<file path="config.mk">
export PLATFORM = sky130hd
export DESIGN_NAME = mem_stage_lsu_flat
export DESIGN_NICKNAME = d
export VERILOG_FILES = /design/src/rtl/yarc_pkg.sv /design/src/rtl/mem_stage_lsu_if.sv /design/src/rtl/lsu_align.sv /design/src/rtl/mem_stage_lsu.sv /design/src/flat_wrapper.sv
export SDC_FILE = /design/constraint.sdc
export NUM_CORES = 1
export LEC_CHECK = 0
export ABC_AREA = 1
export CAP_MARGIN = 20
export CORE_MARGIN = 4
export CORE_UTILIZATION = 47
export CTS_BUF_LIST = sky130_fd_sc_hd__clkbuf_8
export CTS_CLUSTER_DIAMETER = 40
export CTS_CLUSTER_SIZE = 14
export DETAILED_ROUTE_END_ITERATION = 7
export PLACE_DENSITY = 0.89
export SYNTH_ARGS = -nofsm -noshare
export SYNTH_HDL_FRONTEND = slang
export SYNTH_SLANG_ARGS = --single-unit
</file>
<file path="constraint.sdc">
create_clock -name clk -period 3.35 [get_ports clk]
set_clock_uncertainty 0.2 [all_clocks]
set_input_delay 0.335 -clock clk [delete_from_list [all_inputs] [get_ports clk]]
set_output_delay 0.335 -clock clk [all_outputs]
set_load 0.02 [all_outputs]
</file>
<file path="src/rtl/yarc_pkg.sv">
// Shared types and constants for the core's load/store path.
package yarc_pkg;

    localparam int XLEN_DEFAULT = 32;

    // RV32I funct3 encodings for loads and stores (stores use B/H/W only).
    localparam logic [2:0] F3_B  = 3'b000;
    localparam logic [2:0] F3_H  = 3'b001;
    localparam logic [2:0] F3_W  = 3'b010;
    localparam logic [2:0] F3_BU = 3'b100;
    localparam logic [2:0] F3_HU = 3'b101;

    typedef enum logic {
        IDLE = 1'b0,
        REQ  = 1'b1
    } lsu_state_t;

    typedef struct packed {
        logic [4:0] rd;
        logic       regwrite;
        logic       mem_to_reg;
        logic       ins_valid;
    } wb_ctrl_t;

endpackage

</file>
<file path="src/rtl/mem_stage_lsu_if.sv">
// Data-memory request/acknowledge port between the LSU (master) and memory (slave).
interface mem_stage_lsu_if #(
    parameter int XLEN = yarc_pkg::XLEN_DEFAULT
);
    logic            req;
    logic            we;
    logic [XLEN-1:0] addr;
    logic [3:0]      be;
    logic [XLEN-1:0] wdata;
    logic            ack;
    logic [XLEN-1:0] rdata;

    modport master (output req, we, addr, be, wdata, input ack, rdata);
    modport slave  (input req, we, addr, be, wdata, output ack, rdata);
endinterface

</file>
<file path="src/rtl/lsu_align.sv">
// Byte-lane steering: store byte enables and lane replication, load lane select and extension.
module lsu_align
    import yarc_pkg::*;
(
    input  logic [2:0]  funct3,
    input  logic [1:0]  addr_lo,
    input  logic [31:0] wdata,
    input  logic [31:0] rdata,
    output logic [3:0]  be,
    output logic [31:0] wdata_lane,
    output logic [31:0] load_data
);
    logic [7:0]  ld_byte;
    logic [15:0] ld_half;

    always_comb begin
        // NOTE: every always_comb output is defaulted first so no path can infer a latch.
        ld_byte = rdata[7:0];
        case (addr_lo)
            2'd1:    ld_byte = rdata[15:8];
            2'd2:    ld_byte = rdata[23:16];
            2'd3:    ld_byte = rdata[31:24];
            default: ld_byte = rdata[7:0];
        endcase
        ld_half = addr_lo[1] ? rdata[31:16] : rdata[15:0];
    end

    always_comb begin
        be         = 4'b1111;
        wdata_lane = wdata;
        load_data  = rdata;
        case (funct3)
            F3_B, F3_BU: begin
                be         = 4'b0001 << addr_lo;
                wdata_lane = {4{wdata[7:0]}};
                load_data  = (funct3 == F3_B) ? {{24{ld_byte[7]}}, ld_byte} : {24'h0, ld_byte};
            end
            F3_H, F3_HU: begin
                be         = 4'b0011 << {addr_lo[1], 1'b0};
                wdata_lane = {2{wdata[15:0]}};
                load_data  = (funct3 == F3_H) ? {{16{ld_half[15]}}, ld_half} : {16'h0, ld_half};
            end
            default: ;
        endcase
    end
endmodule

</file>
<file path="src/rtl/mem_stage_lsu.sv">
// MEM-stage load/store unit: drives the req/ack data port, stalls upstream, fills MEM/WB.
// Optional MISALIGN_TRAP_EN: misaligned half/word accesses skip memory and set mem_wb_misaligned.
module mem_stage_lsu
    import yarc_pkg::*;
#(
    parameter int XLEN = XLEN_DEFAULT
) (
    input  logic             clk,
    input  logic             rst,
    input  logic             ex_mem_memread,
    input  logic             ex_mem_memwrite,
    input  logic             ex_mem_mem_to_reg,
    input  logic             ex_mem_regwrite,
    input  logic [4:0]       ex_mem_rd,
    input  logic             ex_mem_ins_valid,
    input  logic [2:0]       ex_mem_funct3,
    input  logic [XLEN-1:0]  ex_mem_addr,
    input  logic [XLEN-1:0]  ex_mem_wdata,
    mem_stage_lsu_if.master  dmem,
    output logic             mem_stall,
    output logic [4:0]       mem_wb_rd,
    output logic             mem_wb_regwrite,
    output logic             mem_wb_mem_to_reg,
    output logic             mem_wb_ins_valid,
    output logic [XLEN-1:0]  mem_wb_load_data
`ifdef MISALIGN_TRAP_EN
   ,output logic             mem_wb_misaligned
`endif
);
    lsu_state_t      state_q, state_d;
    wb_ctrl_t        wb_q, lat_ctrl_q, ex_ctrl;
    logic [2:0]      lat_funct3_q;
    logic [1:0]      lat_off_q;
    logic            access, issue, wb_regwrite;
    logic [2:0]      al_funct3;
    logic [1:0]      al_off;
    logic [3:0]      al_be;
    logic [XLEN-1:0] al_wdata, al_load;

    assign access = ex_mem_ins_valid & (ex_mem_memread | ex_mem_memwrite);

`ifdef MISALIGN_TRAP_EN
    logic misaligned;
    assign misaligned = access &
                        (((ex_mem_funct3[1:0] == 2'b01) & ex_mem_addr[0]) |
                         ((ex_mem_funct3[1:0] == 2'b10) & (ex_mem_addr[1:0] != 2'b00)));
    assign issue       = access & ~misaligned;
    assign wb_regwrite = ex_mem_regwrite & ~misaligned;
`else
    assign issue       = access;
    assign wb_regwrite = ex_mem_regwrite;
`endif

    assign ex_ctrl = '{rd: ex_mem_rd, regwrite: wb_regwrite,
                       mem_to_reg: ex_mem_mem_to_reg, ins_valid: ex_mem_ins_valid};

    // One aligner serves both directions: store lanes while idle, load extraction while pending.
    assign al_funct3 = (state_q == REQ) ? lat_funct3_q : ex_mem_funct3;
    assign al_off    = (state_q == REQ) ? lat_off_q    : ex_mem_addr[1:0];

    lsu_align u_align (
        .funct3     (al_funct3),
        .addr_lo    (al_off),
        .wdata      (ex_mem_wdata),
        .rdata      (dmem.rdata),
        .be         (al_be),
        .wdata_lane (al_wdata),
        .load_data  (al_load)
    );

    // NOTE: sequential state uses non-blocking assignments so every register samples pre-edge values.
    always_ff @(posedge clk or negedge rst) begin
        if (!rst) state_q <= IDLE;
        else      state_q <= state_d;
    end

    always_comb begin
        state_d = state_q;
        case (state_q)
            IDLE:    if (issue)    state_d = REQ;
            REQ:     if (dmem.ack) state_d = IDLE;
            default: state_d = IDLE;
        endcase
    end

    always_comb begin
        mem_stall = 1'b0;
        case (state_q)
            IDLE:    mem_stall = issue;
            REQ:     mem_stall = ~dmem.ack;
            default: mem_stall = 1'b0;
        endcase
    end

    always_ff @(posedge clk or negedge rst) begin
        if (!rst) begin
            dmem.req         <= 1'b0;
            dmem.we          <= 1'b0;
            dmem.addr        <= '0;
            dmem.be          <= '0;
            dmem.wdata       <= '0;
            lat_ctrl_q       <= '0;
            lat_funct3_q     <= '0;
            lat_off_q        <= '0;
            wb_q             <= '0;
            mem_wb_load_data <= '0;
        end else begin
            mem_wb_load_data <= '0;
            wb_q             <= '0;
            case (state_q)
                IDLE: begin
                    if (issue) begin
                        dmem.req     <= 1'b1;
                        dmem.we      <= ex_mem_memwrite;
                        dmem.addr    <= {ex_mem_addr[XLEN-1:2], 2'b00};
                        dmem.be      <= al_be;
                        dmem.wdata   <= al_wdata;
                        lat_ctrl_q   <= ex_ctrl;
                        lat_funct3_q <= ex_mem_funct3;
                        lat_off_q    <= ex_mem_addr[1:0];
                    end else begin
                        wb_q <= ex_ctrl;
                    end
                end
                REQ: begin
                    if (dmem.ack) begin
                        dmem.req         <= 1'b0;
                        wb_q             <= lat_ctrl_q;
                        mem_wb_load_data <= dmem.we ? '0 : al_load;
                    end
                end
                default: dmem.req <= 1'b0;
            endcase
        end
    end

`ifdef MISALIGN_TRAP_EN
    always_ff @(posedge clk or negedge rst) begin
        if (!rst) mem_wb_misaligned <= 1'b0;
        else      mem_wb_misaligned <= (state_q == IDLE) & misaligned;
    end
`endif

    assign mem_wb_rd         = wb_q.rd;
    assign mem_wb_regwrite   = wb_q.regwrite;
    assign mem_wb_mem_to_reg = wb_q.mem_to_reg;
    assign mem_wb_ins_valid  = wb_q.ins_valid;
endmodule

</file>
<file path="src/flat_wrapper.sv">
// flat-port wrapper written by rule: the top's interface ports become plain ports
module mem_stage_lsu_flat import yarc_pkg::*;
#(
    parameter int XLEN = XLEN_DEFAULT
)
  (clk, rst, ex_mem_memread, ex_mem_memwrite, ex_mem_mem_to_reg, ex_mem_regwrite, ex_mem_rd, ex_mem_ins_valid, ex_mem_funct3, ex_mem_addr, ex_mem_wdata, mem_stall, mem_wb_rd, mem_wb_regwrite, mem_wb_mem_to_reg, mem_wb_ins_valid, mem_wb_load_data, dmem_req, dmem_we, dmem_addr, dmem_be, dmem_wdata, dmem_ack, dmem_rdata);
  mem_stage_lsu_if #(.XLEN(XLEN)) dmem_i ();
  input  logic clk;
  input  logic rst;
  input  logic ex_mem_memread;
  input  logic ex_mem_memwrite;
  input  logic ex_mem_mem_to_reg;
  input  logic ex_mem_regwrite;
  input  logic [4:0] ex_mem_rd;
  input  logic ex_mem_ins_valid;
  input  logic [2:0] ex_mem_funct3;
  input  logic [XLEN-1:0] ex_mem_addr;
  input  logic [XLEN-1:0] ex_mem_wdata;
  output logic mem_stall;
  output logic [4:0] mem_wb_rd;
  output logic mem_wb_regwrite;
  output logic mem_wb_mem_to_reg;
  output logic mem_wb_ins_valid;
  output logic [XLEN-1:0] mem_wb_load_data;
  output wire logic [$bits(dmem_i.req)-1:0] dmem_req;
  output wire logic [$bits(dmem_i.we)-1:0] dmem_we;
  output wire logic [$bits(dmem_i.addr)-1:0] dmem_addr;
  output wire logic [$bits(dmem_i.be)-1:0] dmem_be;
  output wire logic [$bits(dmem_i.wdata)-1:0] dmem_wdata;
  input wire logic [$bits(dmem_i.ack)-1:0] dmem_ack;
  input wire logic [$bits(dmem_i.rdata)-1:0] dmem_rdata;
  assign dmem_req = dmem_i.req;
  assign dmem_we = dmem_i.we;
  assign dmem_addr = dmem_i.addr;
  assign dmem_be = dmem_i.be;
  assign dmem_wdata = dmem_i.wdata;
  assign dmem_i.ack = dmem_ack;
  assign dmem_i.rdata = dmem_rdata;
  mem_stage_lsu #(.XLEN(XLEN)) u_core (.clk(clk), .rst(rst), .ex_mem_memread(ex_mem_memread), .ex_mem_memwrite(ex_mem_memwrite), .ex_mem_mem_to_reg(ex_mem_mem_to_reg), .ex_mem_regwrite(ex_mem_regwrite), .ex_mem_rd(ex_mem_rd), .ex_mem_ins_valid(ex_mem_ins_valid), .ex_mem_funct3(ex_mem_funct3), .ex_mem_addr(ex_mem_addr), .ex_mem_wdata(ex_mem_wdata), .dmem(dmem_i), .mem_stall(mem_stall), .mem_wb_rd(mem_wb_rd), .mem_wb_regwrite(mem_wb_regwrite), .mem_wb_mem_to_reg(mem_wb_mem_to_reg), .mem_wb_ins_valid(mem_wb_ins_valid), .mem_wb_load_data(mem_wb_load_data));
endmodule
</file>
==> impl_metrics.toml, run 1 <==
[status]
status = "complete, no violations"

[finish]
fill_cells = 761
multi_input_area_sq_um = 1918
stdcell_area_sq_um = 7989
register_area_sq_um = 3053
nNetsFinal = 944
fin_cells = 984
layout-drive-gt1-share_pct = 7.701
antenna_cells = 0
top_regs = "u_core.dmem.wdata (32), u_core.mem_wb_load_data (32), u_core.dmem.addr (30)"
area.growth.synth_to_final_pct = 51.88

[die]
coreArea_sq_um = 10890
start_util_pct = 48.31
ioPinCount = 223
rows = 38
die-area_sq_um = 12950
die_y_um = 113.8
die_w_um = 113.8

[worst_setup_path]
slowest_stage = "clkdlybuf4s50_1"
r2r_cells = 10
cp_top_family = "buffers and inverters"
cp-end-kind = "output pin"
crit_chain = "inv_1, o21ai_0, clkdlybuf4s50_1"
critPathRequiredTime_ns = 2.81
startpoint_type = "flip-flop"
path_max_fanout = 11
cp.arrival_ns = 2.32
slowest_delay_ns = 0.65
worst-setup-path-type = "reg -> out"
cp.depth = 3
path_buf_inv = 2

[clock_tree]
holdBufCountCts = 1
cts_root_buf = "clkbuf_8"
cts.htree.levels = 4
cts_buffer_depth = 2
cts_buffers = 17
clk_latency_ns = 0.43
postCtsSetupBuffers = 0
post_cts_resized = 0
clock-sinks = 122
clkTransAtPathRegs_ns = 0.08
cts_tree = "yes"

[placement]
dpl_worst_slack_ns = 0.8153
place_congestion = 0.8647
dp.cells = 952
dp_hpwl_um = 12080
place.port_buffers = 220
place_area_sq_um = 7545

[pwr]
leakage_uw = 0.003681
power_density_nw_per_um2 = 636.1
vdd_drop_max_uv = 352.7

[hold_path]
hold_class = "in -> reg"
hold_path_depth = 3

[grt]
gr-total-overflow = 0
grt_use_total_pct = 25.96
grt_pass1_vias = 5305
grt_pass1_wl_um = 26320
grt_start_max_net_pins = 75
antenna_found_initial = 0

[detailed_routing]
vias = 5174
wl_met3_um = 1728
viasPerCell = 5.258
firstDrtPassIters = 5
wl_met1_um = 6134
ant_nets = 0
drcViolationCount = 0
wire_per_inst_um = 17.02
wl_um = 16740
wl_met2_um = 8515
drt_iter0_drc = 285
top_layer_used = "met4"

[synthesis]
yosys.area_share.simple_pct = 22.84
synth_xor_area_share_pct = 0
synthAdderAreaFrac_pct = 0
synth-seq-area-share_pct = 58.04
synth_compound_area_share_pct = 13.44
synth_area_per_cell_sq_um = 8.539
ys_warn_count = 0
syn_inst = 616
synthesis.area_sq_um = 5260
synth_top_family_by_area = "simple AND/OR/NAND/NOR gates"
muxShareOfSynthArea_pct = 0
synth-seq-cells = 122
ys_types = 25

[sta]
slew_viol_final = 0
finalHoldWorstSlack_ns = 0.2374
period_needed_ns = 2.858
max_freq_ghz = 0.3499
rsz0062_at_grt = "false"
hold_viol_final = 0
setup_violations = 0
worst_pin_slew_ns = 0.7012
setup_tns_ns = 0
layout_setup_ws_ns = 0.4924
finalCritPeriodShare_pct = 85.30
max_slew_margin_pct = 53.08

[run]
max_cap_violations = 0
cells in the mapped netlist (all sizes together):
master / instances / area [sq um]
nand2: 223 / 857.1
dfrtp: 122 / 3053
nor2: 67 / 281.5
o21ai: 52 / 271.5
a21oi: 49 / 245.2
inv: 33 / 126.4
clkbuf: 21 / 78.83
a31oi: 15 / 93.84
buf: 12 / 90.08
nand3: 9 / 62.56
o211ai: 7 / 52.55
a32o: 3 / 30.03
conb: 1 / 3.750
o21a: 1 / 7.510
o22ai: 1 / 6.260
cell families after synthesis:
| family | count (synthesis) |
|---|---|
| buf+inv | 66 |
| compound gates | 128 |
| flops | 122 |
| other cells | 1 |
| simple gates | 299 |
stage by stage:
stage	total power, uW	utilization [%]
finish	5082	73.37
global route	5325	73.37
CTS	5101	73.37
detailed placement	3666	69.29
global placement	3608	69.29
floorplan	2794	-
routing by layer:
layer | up-vias | track usage (%)
li1 | 2402 | -
met1 | 2465 | 29.50
met2 | 274 | 45.35
met3 | 33 | 9.125
met4 | 0 | 9.264
met5 | - | 0
final timing paths:
path                                                to                 start  slack, ns
setup / recovery                             mem_stall        u_core.state_q       0.49
hold / removal                    u_core.dmem.addr[17]       ex_mem_addr[17]       0.24
setup reg to reg           u_core.mem_wb_load_data[18]        u_core.state_q       0.75
hold reg to reg                   u_core.lat_ctrl_q[0]  u_core.lat_ctrl_q[0]       0.27
max in group asynchronous               u_core.state_q                   rst       1.83
min in group asynchronous   u_core.mem_wb_load_data[3]                   rst       0.28
placed cells by master (no fill, tap or decap):
cell type          n
buf_12             1
a32o_1             3
o21ai_4            1
conb_1             2
nand3_2            1
a31oi_1           15
dfrtp_1          122
nand3_1            7
a21oi_1           49
nand2_1          216
clkinv_2           3
nand3_4            1
nand2_2            6
inv_4              1
inv_1             30
o211ai_1           7
clkinvlp_4         5
nand2_4            1
o22ai_1            1
clkdlybuf4s50_1  219
inv_2              2
clkbuf_8          19
bufinv_16          4
o21ai_0           51
dlygate4sd3_1      1
buf_4              8
nor2_2            12
nor2_1            55
o21a_1             1
power breakdown:
part	switching [uW]	internal, uW
combinational	988	749
sequential	161	1750
clock	590	841
worst register-to-register path, stage by stage, from the launching register on:
cell	delay [ns]
dfrtp_1	0.62
inv_1	0.32
nand2_1	0.15
nand2_2	0.16
inv_2	0.27
o21ai_0	0.18
nand3_2	0.12
nand3_4	0.12
nand2_2	0.12
nand2_4	0.14
nor2_1	0.14
layout make-up:
type,instances,share of cell area (%)
Clock buffer,19,3.273
Clock inverter,12,2.161
Inverter,33,1.582
Multi-Input combinational cell,429,24.01
Sequential cell,122,38.21
Tap cell,140,2.193
Timing Repair Buffer,229,28.57
(Power assumes the default switching activity.)
==> run 2: changes to the inputs <==
- ABC_CLOCK_PERIOD_IN_PS: default -> 3350
==> results of run 2 <==
Final layout, timing and power as in run 1 (identical DEF).
==> run 3: changes to the inputs <==
- CORE_ASPECT_RATIO: default -> 0.6
==> run 3 against run 2 <==
  * Maximum frequency increased by 1.5%
  * Count of clock-buffer cells in the layout unchanged
  * Combinational power about the same
  * Flip-flop and latch count unchanged
  * Largest cell class unchanged
  * Register-to-register slack improved by 0.03 ns
  * Cell area about the same
  * Worst hold slack got worse by 0.012 ns
==> impl_metrics.toml, run 3 (same netlist as run 1, synthesis figures left out) <==
[worst_setup_path]
r2r_slack_ns = 0.78
path_max_fanout = 11
critPathRequiredTime_ns = 2.81
slowest_delay_ns = 0.66
cp.arrival_ns = 2.28
startpoint_type = "flip-flop"
slowest_stage = "clkdlybuf4s50_1"
cp_top_family = "buffers and inverters"
path_buf_inv = 2
cp-end-kind = "output pin"
worst-setup-path-type = "reg -> out"
crit_chain = "inv_1, o21ai_0, clkdlybuf4s50_1"

[grt]
grt_start_max_net_pins = 81
gr-total-overflow = 0
grt_pass1_vias = 5430
grt_use_total_pct = 27.36
grt_pass1_wl_um = 27960
antenna_found_initial = 0

[detailed_routing]
drcViolationCount = 0
vias = 5204
ant_nets = 0
wl_um = 17730
drt_iter0_drc = 511
firstDrtPassIters = 5
wire_per_inst_um = 18.05
viasPerCell = 5.299

[clock_tree]
cts_buffer_depth = 2
cts_root_buf = "clkbuf_8"
clkTransAtPathRegs_ns = 0.08
clock-sinks = 122
cts_tree = "yes"
postCtsSetupBuffers = 0
cts_buffers = 17
cts.htree.levels = 4
clk_latency_ns = 0.44

[sta]
hold_viol_final = 0
max_freq_ghz = 0.3550
setup_tns_ns = 0
finalCritPeriodShare_pct = 84.08
period_needed_ns = 2.817
slew_viol_final = 0
max_slew_margin_pct = 48.00
worst_pin_slew_ns = 0.7801
setup_violations = 0
rsz0062_at_grt = "false"
layout_setup_ws_ns = 0.5333

[die]
coreArea_sq_um = 10740
die_y_um = 89.95
ioPinCount = 223
start_util_pct = 48.97
die-area_sq_um = 13000
rows = 29
die_w_um = 144.6

[hold_path]
hold_class = "in -> reg"

[finish]
final_common_cell = "clkdlybuf4s50_1"
fill_cells = 747
top_regs = "u_core.dmem.wdata (32), u_core.mem_wb_load_data (32), u_core.dmem.addr (30)"
fin_cells = 982
nNetsFinal = 942
final_cell_mix = "clkdlybuf4s50_1 (219), nand2_1 (216), dfrtp_1 (122)"
antenna_cells = 0
layout-drive-gt1-share_pct = 7.592
area.growth.synth_to_final_pct = 51.74

[placement]
dp_hpwl_um = 12540
place.port_buffers = 220
dpl_worst_slack_ns = 0.6774
dp.cells = 949
place_congestion = 0.8456

[pwr]
power_density_nw_per_um2 = 638.5
vdd_drop_max_uv = 423.6
leakage_uw = 0.003674

[run]
max_cap_violations = 0

[status]
status = "complete, no violations"
==> run 3: changes by cell type in the layout (fill, tap and decap cells not counted), sizes merged <==
cell      before  now
buf            9    7
clkinv         3    5
bufinv         4    3
inv           33   34
clkinvlp       5    4
==> run 3: worst reg2reg max path, stage by stage (launching register included) <==
cell and delay [ns]:
dfrtp_1 0.59, inv_1 0.28, nand2_1 0.14, nand2_2 0.16, inv_2 0.27, o21ai_0 0.18, nand3_2 0.12, nand3_4 0.12
nand2_2 0.13, nand2_4 0.15, nor2_2 0.15
==> run 3: routing by layer <==
layer	part of all wire (%)	vias to the layer above	GRT usage, %
met2	47	293	44.03
met3	12	32	10.45
met5	0	-	0
met4	1.5	0	7.376
met1	39	2485	34.73
li1	-	2394	-
==> run 3: layout make-up <==
class	count	area [sq um]	share of cell area [%]
inverters	33	126.4	1.583
repair buffers	227	2280	28.56
clock inverters	13	168.9	2.116
flip-flops and latches	122	3053	38.25
well taps	139	173.9	2.179
clock buffers	19	261.5	3.276
multi-input cells	429	1918	24.03
==> run 3: report_power, final <==
| part | switching, uW | total (uW) | leakage [uW] | internal [uW] |
|---|---|---|---|---|
| clock network | 639 | 1420 | 0.000205 | 780 |
| logic | 1010 | 1760 | 0.00195 | 749 |
| registers | 166 | 1920 | 0.00152 | 1750 |
==> run 3: worst paths after layout <==
| check | from | end | depth (start not counted) |
|---|---|---|---|
| hold reg to reg | u_core.lat_ctrl_q[0] | u_core.lat_ctrl_q[0] | 2 |
| setup reg to reg | u_core.state_q | u_core.mem_wb_load_data[26] | 10 |
| min in group asynchronous | rst | u_core.mem_wb_regwrite | 2 |
| hold / removal | ex_mem_addr[31] | u_core.dmem.addr[31] | 3 |
| setup / recovery | u_core.state_q | mem_stall | 3 |
| max in group asynchronous | rst | u_core.dmem.addr[5] | 3 |
==> run 3: through the flow <==
stage | utilization [%] | total power (uW) | instance area (sq um) | hold slack, ns
2_1_floorplan | - | 2794 | 5264 | -0.1606
3_3_place_gp | 70.21 | 3611 | 7541 | 0.1969
3_5_place_dp | 70.21 | 3678 | 7541 | 0.2183
4_1_cts | 74.31 | 5118 | 7981 | 0.2010
5_1_grt | 74.31 | 5344 | 7981 | 0.2163
6_report | 74.31 | 5096 | 7981 | 0.2256
==> run 3: timing repair <==
| action | 4_1_cts | 5_1_grt |
|---|---|---|
| hold buffers | 1 | 0 |
| gates resized for setup | 0 | 0 |
| hold endpoints to repair | 52 | 0 |
